===== src/rtl/bmp_pixel_streamer.sv =====
// Streams a BMP pixel array (BGR, 3 bytes/pixel, rows padded to 4 bytes) out of a
// byte-wide memory as one 24-bit pixel per valid/ready handshake with hsync/vsync.
module bmp_pixel_streamer #(
   parameter int WIDTH      = 16,
   parameter int HEIGHT     = 16,
   parameter int PIXEL_SIZE = 24,
   parameter int WORD_SIZE  = 8,
   parameter int ADDR_WIDTH = 20
) (
   input  logic                  clk,
   input  logic                  reset,
   input  logic                  start,
   output logic                  rd_en,
   output logic [ADDR_WIDTH-1:0] rd_addr,
   input  logic [WORD_SIZE-1:0]  rd_data,
   input  logic                  ready,
   output logic                  valid,
   output logic [PIXEL_SIZE-1:0] data,
   output logic                  hsync,
   output logic                  vsync,
   output logic                  busy,
   output logic                  done
);

   localparam int BPR    = 3 * WIDTH;
   localparam int PAD    = (4 - BPR % 4) % 4;
   localparam int STRIDE = BPR + PAD;
   localparam int CW     = (WIDTH > 1) ? $clog2(WIDTH) : 1;
   localparam int RW     = (HEIGHT > 1) ? $clog2(HEIGHT) : 1;

   localparam logic [ADDR_WIDTH-1:0] STRIDE_A = ADDR_WIDTH'(STRIDE);
   localparam logic [ADDR_WIDTH-1:0] ONE_A    = ADDR_WIDTH'(1);
   localparam logic [ADDR_WIDTH-1:0] TWO_A    = ADDR_WIDTH'(2);
   localparam logic [ADDR_WIDTH-1:0] THREE_A  = ADDR_WIDTH'(3);
   localparam logic [CW-1:0]         C_LAST   = CW'(WIDTH - 1);
   localparam logic [RW-1:0]         R_LAST   = RW'(HEIGHT - 1);

   typedef enum logic [2:0] {
      S_IDLE, S_RD0, S_RD1, S_RD2, S_CAP, S_OUT, S_DONE
   } state_t;

   state_t                state_q, state_d;
   logic [CW-1:0]         col_q, col_d;
   logic [RW-1:0]         row_q, row_d;
   logic [ADDR_WIDTH-1:0] row_base_q, row_base_d;
   logic [ADDR_WIDTH-1:0] pix_addr_q, pix_addr_d;
   logic [ADDR_WIDTH-1:0] rd_addr_q, rd_addr_d;
   logic [WORD_SIZE-1:0]  b0_q, b0_d, b1_q, b1_d;
   logic [PIXEL_SIZE-1:0] data_q, data_d;
   logic                  last_pix;

   always_ff @(posedge clk or negedge reset) begin
      if (!reset) begin
         state_q    <= S_IDLE;
         col_q      <= '0;
         row_q      <= '0;
         row_base_q <= '0;
         pix_addr_q <= '0;
         rd_addr_q  <= '0;
         b0_q       <= '0;
         b1_q       <= '0;
         data_q     <= '0;
      end else begin
         state_q    <= state_d;
         col_q      <= col_d;
         row_q      <= row_d;
         row_base_q <= row_base_d;
         pix_addr_q <= pix_addr_d;
         rd_addr_q  <= rd_addr_d;
         b0_q       <= b0_d;
         b1_q       <= b1_d;
         data_q     <= data_d;
      end
   end

   assign last_pix = (row_q == R_LAST) && (col_q == C_LAST);

   // rd_addr is loaded on entry to each read state so it is valid for that whole cycle
   always_comb begin
      state_d    = state_q;
      col_d      = col_q;
      row_d      = row_q;
      row_base_d = row_base_q;
      pix_addr_d = pix_addr_q;
      rd_addr_d  = rd_addr_q;
      b0_d       = b0_q;
      b1_d       = b1_q;
      data_d     = data_q;
      unique case (state_q)
         S_IDLE: begin
            if (start) begin
               state_d    = S_RD0;
               col_d      = '0;
               row_d      = '0;
               row_base_d = '0;
               pix_addr_d = '0;
               rd_addr_d  = '0;
            end
         end
         S_RD0: begin
            state_d   = S_RD1;
            rd_addr_d = pix_addr_q + ONE_A;
         end
         S_RD1: begin
            state_d   = S_RD2;
            b0_d      = rd_data;
            rd_addr_d = pix_addr_q + TWO_A;
         end
         S_RD2: begin
            state_d = S_CAP;
            b1_d    = rd_data;
         end
         S_CAP: begin
            state_d = S_OUT;
            data_d  = PIXEL_SIZE'({rd_data, b1_q, b0_q});
         end
         S_OUT: begin
            if (ready) begin
               if (last_pix) begin
                  state_d = S_DONE;
               end else begin
                  state_d = S_RD0;
                  if (col_q == C_LAST) begin
                     col_d      = '0;
                     row_d      = row_q + RW'(1);
                     row_base_d = row_base_q + STRIDE_A;
                     pix_addr_d = row_base_q + STRIDE_A;
                     rd_addr_d  = row_base_q + STRIDE_A;
                  end else begin
                     col_d      = col_q + CW'(1);
                     pix_addr_d = pix_addr_q + THREE_A;
                     rd_addr_d  = pix_addr_q + THREE_A;
                  end
               end
            end
         end
         S_DONE:  state_d = S_IDLE;
         default: state_d = S_IDLE;
      endcase
   end

   assign rd_en   = (state_q == S_RD0) || (state_q == S_RD1) || (state_q == S_RD2);
   assign rd_addr = rd_addr_q;
   assign valid   = (state_q == S_OUT);
   assign data    = data_q;
   assign hsync   = valid && (col_q == '0);
   assign vsync   = valid && (col_q == '0) && (row_q == '0);
   assign busy    = (state_q != S_IDLE);
   assign done    = (state_q == S_DONE);

endmodule


===== config.mk =====
export PLATFORM = sky130hd
export DESIGN_NAME = bmp_pixel_streamer
export DESIGN_NICKNAME = d
export VERILOG_FILES = /design/src/rtl/bmp_pixel_streamer.sv
export SDC_FILE = /design/constraint.sdc
export NUM_CORES = 1
export LEC_CHECK = 0
export BUFFER_PORTS_ARGS = -buffer_cell sky130_fd_sc_hd__buf_2
export CORE_ASPECT_RATIO = 0.6
export CORE_MARGIN = 2
export CORE_UTILIZATION = 40
export DETAILED_ROUTE_END_ITERATION = 7
export PLACE_DENSITY = 0.65
export SLEW_MARGIN = 10
export SYNTH_ARGS = -nofsm -noshare
export SYNTH_HDL_FRONTEND = slang
export SYNTH_SLANG_ARGS = --single-unit
export TNS_END_PERCENT = 30

===== constraint.sdc =====
create_clock -name clk -period 6.9 [get_ports clk]
set_input_delay 1.035 -clock clk [delete_from_list [all_inputs] [get_ports clk]]
set_output_delay 1.035 -clock clk [all_outputs]
set_load 0.1 [all_outputs]

==> results.md <==
- Slowest CP cell: dfrtp_1
- XOR/XNOR Fraction of Synth Area: 0.04813
- Mapped Nets: between 600 and 700
- Most used flip-flop cell after synthesis: dfrtp_1
- 1st-iter DRT viols: 486
- Total CTS buffers: 9
- Crit-path max cell delay: 0.91 ns
- Status: finished, final reports clean
- Most common cell in the netlist: dfrtp_1
- GR peak layer: met1
- Seq pwr share: 0.314
- Starting Density: 0.4110
- Met1 usage: 0.3082
- Hold Crit Class: reg -> reg
- Final period utilization: 0.5839
- Flops & latches, synth: 107
- Setup violators final: 0
- Post_cts resized: 0
- Simple-Gate Fraction of Synth Area: 0.1915
- # rows: 34
- Final Power: 2857 µW
- Post-CTS setup buffers: 0
- Startpoint types: register
- Dpl hpwl: 11,160 µm
- # clock sinks: 107
- Total GRT Usage: 0.1973
- Hold Crit Start: rd_addr[4]$_DFFE_PN0P_
- RSZ-0062 raised after global routing: no
- Critical Path Fanout Max: 29
- Met3 usage: 0.05513
- Area of the multi-input gates: 3002 µm²
- Req. time, crit path: 5.86 ns
- Skew-Pair Late Insertion Delay: 0.36 ns
- Hold Buf Count CTS: 0
- Clock Path Buffers: 2
- Pin slew with the least headroom to its limit: about 1.1 ns
- Post-synth EDFFs: 0
- Die width: about 160 µm
- Setup TNS: 0 ns
- Post-DR wirelength/cell: roughly 18 µm
- H-Tree Depth: 3
- Synth top area share: 0.4478
- Io pins: slightly above 60
- Largest family of logic cells by synthesized area: simple AND/OR/NAND/NOR gates
- Power share of the combinational group: 0.507
- ANT nets after route: 0
- Complex-gate fraction of the synthesized area: 0.1657
- Largest net degree at the start of global routing: 61
- Critical-path cell list: nand3b_1 > nor4b_1 > and3_1 > buf_2
- FF-to-FF path depth: 6
- Post-Synthesis Cells: 628
- Drt drc: 0
- Worst path arrival time: 2.99 ns
- Area contributors post-synth: dfrtp_1, mux2_2, nand2_1
- Post-Synth Adder-Cell Area: 0.01883
- Syn_area_per_cell: 9.521 µm²
- Reg-to-reg slack, setup: 3.47 ns
- Initial antenna violation count: 1
- Met2 usage: 0.2723
- Relative slew slack: 0.2878
- Placer Congestion: around 0.9
- Power Internal: roughly 1300 µW
- WS Path Type: reg -> out
- # port buffers: 61
- Hold Vio Cnt, Final: 0
- First-pass GRT wire length: approximately 25,000 µm
- Reg2reg start: state_q[2]$_DFFE_PN0P_
- Die area: between 15,000 and 20,000 µm²
- CP endpoint kind: output pin
- Synthesized area: around 6000 µm²
- Via Count: 4,943
- Skew final: 0.01090 ns
- Register area share after synthesis: 0.4478
- FF-to-FF End: row_base_q[15]$_DFFE_PN0P_
- Synth cell count leaders: dfrtp_1, nand2_1, o21ai_0
- DRT Pass-1 Iters: 5
- Switch Pwr: approximately 1500 µW
- Core ar.: 14,550 µm²
- Vias per inst: 5.754
- Layout net count: approximately 680
- Synth Warn #: 0
- Share of cells above drive strength 1: 0.2061
- Async S/R FF share, synth: 1.000
- Minimum clock period: 4.029 ns
- Routed WL: 15,420 µm
- Area Growth Syn to Fin: 10.17%
- Min-Delay Endpoint: rd_addr[4]$_DFFE_PN0P_
- Vias in the first global route: 4,522
- Peak supply drop: 0.0002744 V
- Hold depth: 2
- CTS root buf: clkbuf_16
- Cell taking the most area after synthesis: dfrtp_1
- CTS tree: done
- Die height: between 90 and 100 µm
- # fillers: 1,404
- Achievable Freq: approximately 0.25 GHz
- PwrDens: between 400 and 500 nW/µm²
- Area occupied by registers: 2678 µm²
- Netlist cell types: 70
- Lkg Pwr: around 0.0028 µW
- Clock-pin slew on the worst setup and hold paths: ~0.080 ns
- Mux cell area share after synthesis: 0.07700
- Sw Share: 0.5316
- Final slew viol count: 0
- GRT overflow: 0
- Clock group share of total power: 0.179
- Max_cap viols: 0
==> layer usage <==
metal	vias to the layer above	routed length (µm)
met5	-	0
met4	0	128
met3	13	1312
met2	205	6283
met1	2428	7695
li1	2297	-
==> registers in the layout, summed over array words and instances (netlist names) <==
signal,cells
b0_q,8
b1_q,8
col_q,4
data,24
rd_addr,20
state_q,3
row_q,4
row_base_q,16
pix_addr_q,20
==> power groups by stage <==
| stage | Sequential, µW | Combinational, µW | Clock (µW) |
|---|---|---|---|
| 3_3_place_gp | 892 | 1430 | 0 |
| 5_1_grt | 920 | 1520 | 546 |
| 4_1_cts | 896 | 1450 | 521 |
| 6_report | 898 | 1450 | 510 |
| 2_1_floorplan | 1420 | 661 | 0 |
| 3_5_place_dp | 909 | 1450 | 0 |
==> area by class of cell <==
cell class	instances	share of cell area
inverters	12	0.006838
repair buffers	63	0.04900
flip-flops and latches	107	0.4065
clock inverters	7	0.009877
diodes	1	0.0003799
clock buffers	9	0.03419
well taps	198	0.03761
multi-input cells	462	0.4557
==> through the flow <==
stage	std cells	utilization	cell area (µm²)	setup slack, ns	hold WS [ns]
after floorplan	628	-	5979	0.7277	0.4581
after global placement	842	0.4327	6295	3.356	0.4585
after detailed placement	842	0.4327	6295	3.331	0.4672
after CTS	858	0.4526	6585	2.935	0.4855
after global routing	858	0.4526	6585	2.588	0.5099
final	859	0.4528	6588	2.871	0.4798
==> placed cells by master (no fill, tap or decap), types with 10 or more instances in the layout <==
cell | netlist | layout
dfrtp_1 | 107 | 107
nand2_1 | 89 | 89
buf_2 | 19 | 60
o21ai_0 | 46 | 46
mux2_2 | 40 | 40
nor2_1 | 35 | 35
xnor2_1 | 23 | 23
nand3_1 | 21 | 21
nor3_1 | 19 | 19
a21oi_1 | 19 | 19
o21ai_1 | 12 | 12
inv_1 | 11 | 11
and3_1 | 11 | 11
o31ai_1 | 10 | 10
==> worst max path at each step <==
stage | depth (start not counted) | start | to | slack [ns]
detailed placement | 4 | state_q[2]$_DFFE_PN0P_ | vsync | 3.33
global placement | 4 | state_q[2]$_DFFE_PN0P_ | vsync | 3.36
finish | 4 | state_q[2]$_DFFE_PN0P_ | vsync | 2.87
global route | 4 | state_q[2]$_DFFE_PN0P_ | vsync | 2.59
CTS | 4 | state_q[2]$_DFFE_PN0P_ | vsync | 2.94
floorplan | 5 | state_q[1]$_DFFE_PN0P_ | vsync | 0.73
==> critical path, delay by kind of cell (launching register included) <==
kind / cells / cell delay (ns)
flops: 1 / 0.91
simple gates: 3 / 1.30
buf+inv: 1 / 0.42
==> cells by family after synthesis <==
logic type	after synthesis
AOI/OAI and AO/OA	151
xor gates and xnor gates	32
adders and majority gates	9
buffers and inverters	59
DFF	107
muxes	41
and+or+nand+nor	229
No activity file was read; power rests on OpenSTA's default activity.
